`src/rtl/g15_io_pkg.sv`:
```
// Purpose: shared types for the G-15 slow-out typewriter path (output codes, FSM states, ASCII map).
// Latency: n/a (types and a pure combinational helper only).
// Backpressure: n/a.
package g15_io_pkg;

  // 5-bit slow-out codes as carried on OB5..OB1; 8..15 are unassigned.
  typedef enum logic [4:0] {
    SPACE  = 5'd0,
    MINUS  = 5'd1,
    CR     = 5'd2,
    TAB    = 5'd3,
    STOP   = 5'd4,
    RELOAD = 5'd5,
    PERIOD = 5'd6,
    WAIT   = 5'd7,
    DIG0   = 5'd16,
    DIG1   = 5'd17,
    DIG2   = 5'd18,
    DIG3   = 5'd19,
    DIG4   = 5'd20,
    DIG5   = 5'd21,
    DIG6   = 5'd22,
    DIG7   = 5'd23,
    DIG8   = 5'd24,
    DIG9   = 5'd25,
    U      = 5'd26,
    V      = 5'd27,
    W      = 5'd28,
    X      = 5'd29,
    Y      = 5'd30,
    Z      = 5'd31
  } g15_out_code_e;

  typedef enum logic [2:0] {
    IDLE    = 3'd0,
    EMIT    = 3'd1,
    EMIT_CR = 3'd2,
    EMIT_LF = 3'd3,
    PACE    = 3'd4
  } tw_state_e;

  // Returns {valid, byte}. CR maps to its first byte (0Dh); the LF is
  // generated by the FSM. Control codes and unassigned codes are invalid.
  function automatic logic [8:0] to_ascii(input logic [4:0] code);
    logic [7:0] c8;
    logic [8:0] res;
    c8  = {3'b000, code};
    res = 9'h000;
    if (code inside {[5'd16:5'd25]}) begin
      res = {1'b1, c8 + 8'h20};        // 16 -> '0' (30h)
    end else if (code inside {[5'd26:5'd31]}) begin
      res = {1'b1, c8 + 8'h5B};        // 26 -> 'u' (75h)
    end else begin
      case (code)
        5'd0:    res = {1'b1, 8'h20};
        5'd1:    res = {1'b1, 8'h2D};
        5'd2:    res = {1'b1, 8'h0D};
        5'd3:    res = {1'b1, 8'h09};
        5'd6:    res = {1'b1, 8'h2E};
        default: res = 9'h000;
      endcase
    end
    return res;
  endfunction

endpackage

```
`src/rtl/io_code_fifo.sv`:
```
// Purpose: small synchronous FIFO for slow-out codes, head word visible combinationally.
// Latency: a pushed word is visible on pop_data the cycle after the push edge.
// Backpressure: push ignored when full unless a pop happens in the same cycle; pop ignored when empty.
// Ports: clk, rst_n (async active-low); push/push_data in; pop in, pop_data out;
//        full/empty/count status, all from registered occupancy.
module io_code_fifo #(
  parameter int WIDTH = 5,
  parameter int DEPTH = 4
) (
  input  logic                       clk,
  input  logic                       rst_n,
  input  logic                       push,
  input  logic [WIDTH-1:0]           push_data,
  input  logic                       pop,
  output logic [WIDTH-1:0]           pop_data,
  output logic                       full,
  output logic                       empty,
  output logic [$clog2(DEPTH+1)-1:0] count
);

  localparam int AW = (DEPTH > 1) ? $clog2(DEPTH) : 1;
  localparam int CW = $clog2(DEPTH + 1);

  logic [WIDTH-1:0] mem [DEPTH];
  logic [AW-1:0]    wr_ptr;
  logic [AW-1:0]    rd_ptr;
  logic [CW-1:0]    count_q;
  logic             do_push;
  logic             do_pop;

  assign do_pop  = pop & ~empty;
  // A pop in the same cycle frees the slot, so a full FIFO can still take a push.
  assign do_push = push & (~full | do_pop);

  // Storage needs no reset: only slots behind a valid pointer are ever read.
  always_ff @(posedge clk) begin
    if (do_push) mem[wr_ptr] <= push_data;
  end

  // DEPTH is a power of two, so pointers wrap naturally.
  always_ff @(posedge clk or negedge rst_n) begin
    if (!rst_n) begin
      wr_ptr  <= '0;
      rd_ptr  <= '0;
      count_q <= '0;
    end else begin
      if (do_push) wr_ptr <= wr_ptr + AW'(1);
      if (do_pop)  rd_ptr <= rd_ptr + AW'(1);
      case ({do_push, do_pop})
        2'b10:   count_q <= count_q + CW'(1);
        2'b01:   count_q <= count_q - CW'(1);
        default: count_q <= count_q;
      endcase
    end
  end

  assign full     = (count_q == CW'(DEPTH));
  assign empty    = (count_q == '0);
  assign count    = count_q;
  assign pop_data = mem[rd_ptr];

endmodule

```
`src/rtl/typewriter_out.sv`:
```
// Purpose: G-15 slow-out typewriter: buffers 5-bit codes, decodes to ASCII, paces output.
// Latency: strobe at cycle t -> FIFO pop at t+1 -> tx_valid at t+2; CHAR_CYCLES idle clocks after each byte.
// Backpressure: tx_data held until tx_ready; SW_SA low while the code FIFO is full, strobes then dropped (ERR).
// Ports: CLOCK, rst_n (async active-low); SLOW_OUT, OB1..OB5, TYPE_STROBE capture side;
//        SW_SA device ready, STOP_DONE pulse, ERR sticky; tx_data/tx_valid/tx_ready host side.
module typewriter_out
  import g15_io_pkg::*;
#(
  parameter int FIFO_DEPTH  = 4,
  parameter int CHAR_CYCLES = 16
) (
  input  logic       CLOCK,
  input  logic       rst_n,
  input  logic       SLOW_OUT,
  input  logic       OB1,
  input  logic       OB2,
  input  logic       OB3,
  input  logic       OB4,
  input  logic       OB5,
  input  logic       TYPE_STROBE,
  output logic       SW_SA,
  output logic       STOP_DONE,
  output logic       ERR,
  output logic [7:0] tx_data,
  output logic       tx_valid,
  input  logic       tx_ready
);

  localparam int PW = $clog2(CHAR_CYCLES + 1);
  localparam int CW = $clog2(FIFO_DEPTH + 1);
  localparam logic [PW-1:0] PACE_LOAD = PW'(CHAR_CYCLES - 1);

  logic [4:0]    in_code;
  logic [4:0]    fifo_dout;
  logic          fifo_full;
  logic          fifo_empty;
  logic [CW-1:0] fifo_count;
  logic          push;
  logic          pop;
  logic          overflow;

  tw_state_e     state_q, state_d;
  logic [PW-1:0] pace_q, pace_d;
  logic [7:0]    tx_data_q, tx_data_d;
  logic          stop_q, stop_d;
  logic          err_q;
  logic          undef_hit;
  logic [8:0]    head_ascii;
  g15_out_code_e head_code;

  assign in_code  = {OB5, OB4, OB3, OB2, OB1};
  assign push     = TYPE_STROBE & SLOW_OUT & (~fifo_full | pop);
  assign overflow = TYPE_STROBE & SLOW_OUT & fifo_full & ~pop;

  io_code_fifo #(
    .WIDTH (5),
    .DEPTH (FIFO_DEPTH)
  ) u_fifo (
    .clk       (CLOCK),
    .rst_n     (rst_n),
    .push      (push),
    .push_data (in_code),
    .pop       (pop),
    .pop_data  (fifo_dout),
    .full      (fifo_full),
    .empty     (fifo_empty),
    .count     (fifo_count)
  );

  assign head_code  = g15_out_code_e'(fifo_dout);
  assign head_ascii = to_ascii(fifo_dout);

  always_comb begin
    state_d   = state_q;
    pace_d    = pace_q;
    tx_data_d = tx_data_q;
    stop_d    = 1'b0;
    undef_hit = 1'b0;
    pop       = 1'b0;
    case (state_q)
      IDLE: begin
        if (!fifo_empty) begin
          pop = 1'b1;
          case (head_code)
            CR: begin
              state_d   = EMIT_CR;
              tx_data_d = 8'h0D;
            end
            WAIT: begin
              state_d = PACE;
              pace_d  = PACE_LOAD;
            end
            STOP:   stop_d = 1'b1;
            RELOAD: ;
            default: begin
              if (head_ascii[8]) begin
                state_d   = EMIT;
                tx_data_d = head_ascii[7:0];
              end else begin
                undef_hit = 1'b1;
              end
            end
          endcase
        end
      end
      EMIT: begin
        if (tx_ready) begin
          state_d = PACE;
          pace_d  = PACE_LOAD;
        end
      end
      EMIT_CR: begin
        if (tx_ready) begin
          state_d   = EMIT_LF;
          tx_data_d = 8'h0A;
        end
      end
      EMIT_LF: begin
        if (tx_ready) begin
          state_d = PACE;
          pace_d  = PACE_LOAD;
        end
      end
      PACE: begin
        if (pace_q == '0) state_d = IDLE;
        else              pace_d  = pace_q - PW'(1);
      end
      default: state_d = IDLE;
    endcase
  end

  always_ff @(posedge CLOCK or negedge rst_n) begin
    if (!rst_n) begin
      state_q   <= IDLE;
      pace_q    <= '0;
      tx_data_q <= 8'h00;
      stop_q    <= 1'b0;
      err_q     <= 1'b0;
    end else begin
      state_q   <= state_d;
      pace_q    <= pace_d;
      tx_data_q <= tx_data_d;
      stop_q    <= stop_d;
      err_q     <= err_q | overflow | undef_hit;
    end
  end

  // tx_valid is decoded from the state register so an async reset drops it at once.
  assign tx_valid  = (state_q == EMIT) || (state_q == EMIT_CR) || (state_q == EMIT_LF);
  assign tx_data   = tx_data_q;
  assign STOP_DONE = stop_q;
  assign ERR       = err_q;
  assign SW_SA     = (fifo_count != CW'(FIFO_DEPTH));

endmodule

```
`config.mk`:
```
export PLATFORM = sky130hd
export DESIGN_NAME = typewriter_out
export DESIGN_NICKNAME = d
export VERILOG_FILES = /design/src/rtl/g15_io_pkg.sv /design/src/rtl/io_code_fifo.sv /design/src/rtl/typewriter_out.sv
export SDC_FILE = /design/constraint.sdc
export NUM_CORES = 1
export LEC_CHECK = 0
export ABC_CLOCK_PERIOD_IN_PS = 6700
export CELL_PAD_IN_SITES_DETAIL_PLACEMENT = 1
export CELL_PAD_IN_SITES_GLOBAL_PLACEMENT = 2
export CORE_MARGIN = 2
export CORE_UTILIZATION = 41
export DETAILED_ROUTE_END_ITERATION = 10
export GPL_TIMING_DRIVEN = 0
export PLACE_DENSITY = 0.94
export SLEW_MARGIN = 40
export SYNTH_ARGS = -nofsm -noshare
export SYNTH_HDL_FRONTEND = slang
export SYNTH_HIERARCHICAL = 1
export SYNTH_SLANG_ARGS = --single-unit
```
`constraint.sdc`:
```
create_clock -name CLOCK -period 6.7 [get_ports CLOCK]
set_input_delay 1.005 -clock CLOCK [delete_from_list [all_inputs] [get_ports CLOCK]]
set_output_delay 1.005 -clock CLOCK [all_outputs]
set_load 0.01 [all_outputs]
```
After elaboration in Yosys (flattened, before gate mapping)
Memories as Yosys holds them, arrays and structs flattened.
Index checks and enable logic that the tools add are counted.

storage, ports and cells
  memory bits (writable) = 20
  word-level logic and storage cells = 108
  output and inout port bits = 12
  input bits = 10
  flip-flop bits (word level) = 25
  memories kept = 1

cells by class
  add/sub/neg operators = 7
  equality and inequality tests = 25
  reduce and logical (&&, ||, !) cells = 18
  order comparisons = 4
  bitwise operators = 13
  multiplexer cells = 32

memory list
  name        words  width  read ports  clocked after memory_dff  wr ports  RTL line            RTL
  u_fifo.mem  4      5      1           0                         1         io_code_fifo.sv:24  logic [WIDTH-1:0] mem [DEPTH];

operators by type and width
  kind                   number
  $pmux W9 S5            1
  $pmux W8 S2            2
  $mux W8                3
  $eq A5 B3 Y1 const B   4
  $mux W5                4
  $mux W9                2
  $mux W3                5
  $pmux W5 S3            1
  $ne A2 B2 Y1 const B   6
  $pmux W3 S4            1
  $mux W1                11
  $eq A5 B2 Y1 const B   2
  $ge A5 B5 Y1 const B   2
  $le A5 B5 Y1 const B   2
  $logic_not A5 Y1       2
  $reduce_and A5 Y1      2
  $pmux W3 S3            1
  $add A5 B7 Y8 const B  1
  $add A5 B6 Y7 const B  1
  $and A1 B1 Y1          6
  $eq A3 B2 Y1 const B   2
  $eq A3 B3 Y1 const B   2
  $logic_not A3 Y1       2
  $pmux W3 S2            1
  22 further kinds       33

Logic depth before layout (Yosys ltp)
Gate-level depths: netlist of run 1.
An unclocked memory read counts as a cell.

  depth in word-level cells = 10
  gate-level depth with buffers = 11
  mapped depth without buffers = 10

Modules after synthesis
Netlist of run 1, hierarchy kept.

by module, submodules not included
  module          seq. area each (um2)  area an instance (um2)  times used  cells each
  typewriter_out  425.4                 1,272.5                 1           154
  io_code_fifo    775.7                 1,247.4                 1           79

Least setup slack after synthesis of run 1
No wires, ideal clock.

  path kind = register to register
  start point = reg u_fifo.rd_ptr[0]
  end point = reg tx_data_q[0], in the netlist tx_data[0]
  stages on the path, launching flop included = 10
  arrival = 2.616 ns
  path buffers = 1
  library setup time = 0.121 ns
  path slack = 3.963 ns
  required time = 6.579 ns
  period minus slack after synthesis = 2.737 ns
  path through = dfrtp_1 > buf_2 > mux4_2 > inv_1 > ha_1 > o21ba_2 > or3b_1 > nand4_1 > o221ai_2 > a22o_1

between the ends
  word-level cells in the longest chain between the ends = 9
  elaborated cells between the ends (all ways) = 28
  those cells by class = add/sub (2); order compare (4); eq/ne (9); mux (7); reduce/logical (5); memory (1)

ends and longest elaborated chain
  item                                                RTL line                            RTL
  from (decl)                                         io_code_fifo.sv:26                  logic [AW-1:0] rd_ptr;
  from (signal assigned)                              io_code_fifo.sv:48                  if (do_pop) rd_ptr <= rd_ptr + AW'(1);
  $mem_v2 Z4 W5 *                                     n/a
  named net fifo_dout[1]                              typewriter_out.sv:34                logic [4:0] fifo_dout;
  $ge A5 B5 Y1 (tied with other cells)                g15_io_pkg.sv:51                    end else if (code inside {[5'd26:5'd31]}) begin
  $logic_and A1 B1 Y1 or $pmux W9 S5 (tied branches)  g15_io_pkg.sv:51, g15_io_pkg.sv:54
  $mux W9                                             g15_io_pkg.sv:51
  $mux W9                                             g15_io_pkg.sv:49                    if (code inside {[5'd16:5'd25]}) begin
  $mux W8                                             typewriter_out.sv:96                if (head_ascii[8]) begin
  $pmux W8 S2                                         typewriter_out.sv:84                case (head_code)
  $mux W8                                             typewriter_out.sv:82                if (!fifo_empty) begin
  $pmux W8 S2                                         typewriter_out.sv:80                case (state_q)
  to (signal assigned)                                typewriter_out.sv:142               tx_data_q <= tx_data_d;
  to (decl)                                           typewriter_out.sv:44                logic [7:0] tx_data_q, tx_data_d;

Mark *: on every way through the listed nets, which the timed path passes. The rest lies on a longest branch. The select of a mux whose other input is x is not followed.
A chain may end at the register's enable or synchronous reset.

Worst setup path in the final report of run 1
Ends and elaborated chain as after synthesis.

==> results.yml, run 1 <==
run_status:
  outcome: "finished clean"
pwr:
  p_leak_nw: 1.17
  p_per_area_nw_per_um2: 524
  ir_drop_v: 0.000184
run:
  cap_viol_max_count: 0
synth:
  ys.flop_type: "dfrtp_1"
  syn_nets: 255
  yosys_warnings: 6
  yosysSeqAreaShare_pct: 47.7
  synth.distinct_cells: 60
  synth-seq-cells: 44
  syn_inst: 233
  syn_avg_cell_area_sq_um: 10.8
  async_flop_share_pct: 54.5
  syn_area_sq_um: 2520
  synth-edff-count: 20
die:
  die_x_um: 82.4
  ios: 22
  initial_core_util_pct: 42.6
  die_area_sq_um: 6790
  core_sq_um: 5920
  rows: 28
  dieHeight_um: 82.4
critical_path:
  worstPathCellList: "buf_2 > mux4_2 > inv_1 > ha_1 > o21ba_2 > or3b_1 > nand4_1 > o221ai_2 > a22o_1"
  cp_max_fo: 8
  reg2reg_depth: 9
  required_ns: 6.89
  worstSetupPathType: "register to register"
  critPathArrivalTime_ns: 3.35
  cp_slowest_cell: "mux4_2"
  start_kind: "register"
  cp_slowest_stage_delay_ns: 0.62
  endpoint_kind: "register"
hold_path:
  hold_class: "register to register"
  min_path_cells: 1
timing:
  setup_viol: 0
  max-slew-margin-rel_pct: 63.8
  max_freq_mhz: 317
  fin_crit_sh_pct: 47.1
  fin_crit_ns: 3.16
  tightest_slew_ns: 0.543
  fin_worst_skew_ns: 0.00906
  maxSlewViolCount: 0
  final-hold-violation-count: 0
  rsz0062_at_grt: "false"
  setup_slack_ns: 3.54
  setup-tns-final_ns: 0
grt:
  grt.total_usage_pct: 17.3
  antenna_found_initial: 0
  grt_max_degree: 25
  gr-total-overflow: 0
  grt_first_pass_wirelength_mm: 9.03
  grt_pass1_vias: 1853
routing:
  postRouteAntennaNets: 0
  first_iter_violations: 125
  via_per_inst: 5.45
  post_drt_wl_per_cell_um: 15.5
  drc: 0
  drtPass1Iterations: 4
  vias: 1830
  drt-total-wl_mm: 5.22
clock_network:
  cts_setup_buffers: 0
  clock_latency_ns: 0.30
  clock_path_buffers: 2
  cts_buffers: 5
  root_buffer: "clkbuf_8"
  hold_buffers: 0
  path_clk_slew_ns: 0.10
  ctsResizeCount: 0
  cts.sink_count: 44
  cts_tree: "yes"
  ctsHtreeMaxLevel: 2
layout:
  synthToLayoutAreaGrowth_pct: 16.0
  antenna_cells: 0
  final_nets: 282
  filler_cell_count: 660
  final_common_cell: "dfrtp_1"
  final_cell_mix: "24 x dfrtp_1, 20 x edfxtp_1, 19 x clkdlybuf4s50_1, 18 x nand2_1, 17 x nor2_1"
  drive_gt1_share_pct: 12.6
placed_design:
  dpl.hpwl_mm: 3.87
  gp_congestion: 0.811
  place_ws_ns: 3.39
  port_buffers: 20
==> cell families (layout without fill, tap and decap cells) <==
| group | after synthesis | count (layout) | synth area share [%] |
|---|---|---|---|
| xor+xnor | 8 | 8 | 2.78 |
| buf+inv | 27 | 55 | 4.47 |
| flops | 44 | 44 | 47.7 |
| mux | 8 | 8 | 5.91 |
| fa+ha+maj | 12 | 12 | 6.26 |
| other cells | 1 | 1 | 0.149 |
| compound gates | 49 | 49 | 14.6 |
| simple gates | 84 | 84 | 18.2 |
==> final cells by class <==
cell class | count | area (sq um) | area share [%]
Multi-Input combinational cell | 162 | 1210 | 41.2
Sequential cell | 44 | 1200 | 41.1
Timing Repair Buffer | 20 | 195 | 6.68
Tap cell | 75 | 93.8 | 3.21
Clock buffer | 5 | 68.8 | 2.35
Buffer | 12 | 56.3 | 1.93
Inverter | 15 | 56.3 | 1.93
Clock inverter | 3 | 46.3 | 1.58
==> synth_stat cells (all sizes together), types with 2 or more instances <==
| library cell | n | share of area [%] |
|---|---|---|
| edfxtp | 20 | 24 |
| o32ai | 2 | 0.70 |
| ha | 11 | 5.5 |
| o21ba | 2 | 0.79 |
| a21oi | 8 | 1.6 |
| o22ai | 2 | 0.50 |
| mux2 | 2 | 1.0 |
| nor2 | 17 | 2.5 |
| a22o | 2 | 0.70 |
| a32o | 4 | 1.6 |
| and3 | 3 | 0.74 |
| or2 | 2 | 0.50 |
| nor3b | 2 | 0.79 |
| mux4 | 5 | 4.5 |
| xor2 | 4 | 1.4 |
| xnor2 | 4 | 1.4 |
| buf | 6 | 1.3 |
| a22oi | 2 | 0.60 |
| dfrtp | 24 | 24 |
| inv | 15 | 2.2 |
| o221ai | 2 | 0.94 |
| o21a | 2 | 0.89 |
| a31oi | 2 | 0.50 |
| nand2b | 6 | 1.5 |
| o21ai | 10 | 2.0 |
| or3b | 2 | 0.70 |
| nand2 | 18 | 2.7 |
| nand3 | 7 | 1.4 |
| nor2b | 5 | 1.2 |
| or3 | 5 | 1.2 |
| nor3 | 4 | 0.79 |
| clkbuf | 6 | 0.89 |
| a221o | 3 | 1.2 |
| and2 | 4 | 1.2 |
| nand4 | 3 | 0.74 |
==> registers in the layout, indices dropped and copies added, names as in the netlist <==
signal         flops
ERR                1
STOP_DONE          1
tx_data            7
u_fifo/mem        20
state_q            3
u_fifo/count       3
pace_q             5
u_fifo/wr_ptr      2
u_fifo/rd_ptr      2
==> power by group <==
group / total [mW] / internal, mW / switching, mW
clock network: 0.211 / 0.112 / 0.0986
logic: 0.896 / 0.396 / 0.500
registers: 0.424 / 0.364 / 0.0602
total: 1.53 / 0.872 / 0.659
==> critical path, delay by kind of cell (launching register included) <==
family                     cells  cell delay [ns]
and+or+nand+nor                2             0.67
DFF                            1             0.33
muxes                          1             0.62
AOI/OAI and AO/OA              3             0.73
buffers and inverters          2             0.39
adders and majority gates      1             0.31
==> per-stage QoR <==
step / power [mW] / util [%] / hold slack, ns / instance area (sq um) / std cells
3_5_place_dp: 1.33 / 47.4 / 0.491 / 2810 / 328
3_3_place_gp: 1.29 / 47.5 / 0.481 / 2810 / 328
6_report: 1.53 / 49.4 / 0.503 / 2920 / 336
4_1_cts: 1.54 / 49.4 / 0.507 / 2920 / 336
2_1_floorplan: 1.08 / - / 0.467 / 2520 / 233
5_1_grt: 1.67 / 49.4 / 0.530 / 2920 / 336
==> layer usage <==
metal | track usage [%] | wire length (um) | up-vias
met5 | 0 | 0 | -
met4 | 4.50 | 67 | 0
met3 | 3.59 | 134 | 9
met2 | 28.0 | 2470 | 26
met1 | 23.7 | 2550 | 897
li1 | - | - | 898
==> final timing paths <==
check / startpoint / endpoint / slack (ns)
worst max-delay path: u_fifo/rd_ptr[0] / tx_data[0] / 3.54
worst min-delay path: tx_data[5] / tx_data[5] / 0.50
worst max register to register: u_fifo/rd_ptr[0] / tx_data[0] / 3.54
worst min register to register: tx_data[5] / tx_data[5] / 0.50
max in group asynchronous: rst_n / u_fifo/count[1] / 5.65
min in group asynchronous: rst_n / tx_data[6] / 0.67
(Power assumes the default switching activity.)
==> inputs of run 2 (changes only) <==
Settings changed: ABC_CLOCK_PERIOD_IN_PS 6700 to 3000, CORE_UTILIZATION 41 to 38, PLACE_DENSITY 0.94 to 0.89.
Clock period 6.7 ns to 3 ns, I/O delays scaled along.
==> results.yml, run 2 (synthesis results as in run 1) <==
critical_path:
  critPathArrivalTime_ns: 3.06
  cp_slowest_stage_delay_ns: 0.57
  worstSetupPathType: "register to register"
  crit_path_start: "u_fifo/rd_ptr[0]"
  required_ns: 3.20
  cpLargestDelayFamily: "compound AO/OA/AOI/OAI gates"
  cp_max_fo: 7
  start_kind: "register"
  endpoint_kind: "register"
  rr_startpoint: "u_fifo/rd_ptr[0]"
  critPathBufInv: 2
  worstPathCellList: "buf_4 > mux4_2 > inv_1 > ha_4 > o21ba_2 > or3b_1 > nand4_1 > o221ai_4 > a22o_1"
  cp_slowest_cell: "mux4_2"
timing:
  setup_viol: 0
  maxSlewViolCount: 0
  hold_ws_ns: 0.127
  max_freq_mhz: 350
  fin_crit_sh_pct: 95.3
  tightest_slew_ns: 0.566
  fin_worst_skew_ns: 0.00427
  fin_crit_ns: 2.86
  max-slew-margin-rel_pct: 62.2
  final-hold-violation-count: 0
  rsz0062_at_grt: "false"
die:
  initial_core_util_pct: 39.5
  dieHeight_um: 85.4
  ios: 22
  core_sq_um: 6390
  die_area_sq_um: 7300
  rows: 29
  die_x_um: 85.4
grt:
  gr-total-overflow: 0
  antenna_found_initial: 0
  grt_max_degree: 25
  grt_first_pass_wirelength_mm: 9.28
  grt_pass1_vias: 1880
  grt.total_usage_pct: 16.0
layout:
  antenna_cells: 0
  drive_gt1_share_pct: 16.1
  synthToLayoutAreaGrowth_pct: 17.6
  final_common_cell: "dfrtp_1"
  filler_cell_count: 694
  multi_input_area_sq_um: 1260
  final_cells: 338
  largest_register: "u_fifo/mem"
  final_cell_mix: "24 x dfrtp_1, 20 x edfxtp_1, 19 x clkdlybuf4s50_1, 18 x nand2_1, 16 x nor2_1"
  seq_area_sq_um: 1200
  largest_reg_flops: 20
  final_nets: 282
clock_network:
  cts.sink_count: 44
  root_buffer: "clkbuf_8"
  hold_buffers: 0
  clock_path_buffers: 2
  cts_buffers: 5
  ctsHtreeMaxLevel: 2
  path_clk_slew_ns: 0.09
  clock_latency_ns: 0.30
  cts_tree: "yes"
pwr:
  pwr-share-comb_pct: 61.0
  p_switching_mw: 1.52
  ir_drop_v: 0.000529
  pwr-share-seq_pct: 28.0
  clockPowerShare_pct: 11.0
  p_per_area_nw_per_um2: 1170
  totalPowerFinal_mw: 3.46
  internal_power_mw: 1.94
  p_leak_nw: 1.17
  switching_share_pct: 43.8
placed_design:
  port_buffers: 20
  dp_cells: 330
  gp_congestion: 0.799
  dpl.hpwl_mm: 3.94
run:
  cap_viol_max_count: 0
routing:
  first_iter_violations: 89
  post_drt_wl_per_cell_um: 15.9
  vias: 1848
  drtPass1Iterations: 4
  drt-total-wl_mm: 5.37
  via_per_inst: 5.47
  drc: 0
  postRouteAntennaNets: 0
hold_path:
  hold_class: "input pin to async pin"
run_status:
  outcome: "finished clean"
==> run 2: worst reg2reg max path, cell delays in order (launching register included) <==
cell	delay, ns
dfrtp_1	0.34
buf_4	0.18
mux4_2	0.57
inv_1	0.19
ha_4	0.20
o21ba_2	0.20
or3b_1	0.42
nand4_1	0.22
o221ai_4	0.18
a22o_1	0.27
==> run 2: worst paths after layout <==
path                               endpoint  slack (ns)  cells past startpoint
min                              tx_data[2]        0.13                      1
max reg2reg                      tx_data[0]        0.14                      9
max                              tx_data[0]        0.14                      9
min in group CLOCK               tx_data[2]        0.50                      1
max in group asynchronous  u_fifo/rd_ptr[1]        2.49                      1
min reg2reg                      tx_data[2]        0.50                      1
==> run 2: power groups by stage <==
stage / registers [mW] / logic (mW) / clock network (mW)
finish: 0.969 / 2.11 / 0.381
global route: 0.998 / 2.37 / 0.412
CTS: 0.964 / 2.02 / 0.390
detailed placement: 0.958 / 1.99 / 0
global placement: 0.950 / 1.95 / 0
floorplan: 0.946 / 1.47 / 0
==> run 2: through the flow <==
stage / util [%] / setup TNS [ns] / worst slack, ns / cell area, sq um
6_report: 46.4 / 0 / 0.142 / 2960
4_1_cts: 45.7 / -0.00949 / -0.00949 / 2920
3_3_place_gp: 44.1 / -0.813 / -0.156 / 2820
3_5_place_dp: 44.0 / -0.985 / -0.163 / 2810
5_1_grt: 46.4 / 0 / 0.0000167 / 2960
2_1_floorplan: - / 0 / 0.263 / 2520
==> run 2: layer usage <==
metal | track usage [%] | share of wire [%]
met3 | 2.92 | 2.7
met5 | 0 | 0
met1 | 22.4 | 48
met4 | 4.76 | 1.3
met2 | 25.3 | 47
==> run 2: layout make-up <==
| cell class | instances | share of cell area, % |
|---|---|---|
| clock buffer | 5 | 2.32 |
| tap | 77 | 3.25 |
| inverter | 15 | 1.90 |
| clock inverter | 3 | 0.633 |
| timing repair buffer | 22 | 7.09 |
| multi-input combinational | 162 | 42.4 |
| buffer | 10 | 1.86 |
| sequential | 44 | 40.5 |
==> run 2: timing repair <==
action / CTS / global route
gates resized for setup: 5 / 9
gates cloned: 0 / 0
pin swaps: 1 / 2
buffers inserted: 1 / 1
setup endpoints to repair: 9 / 9
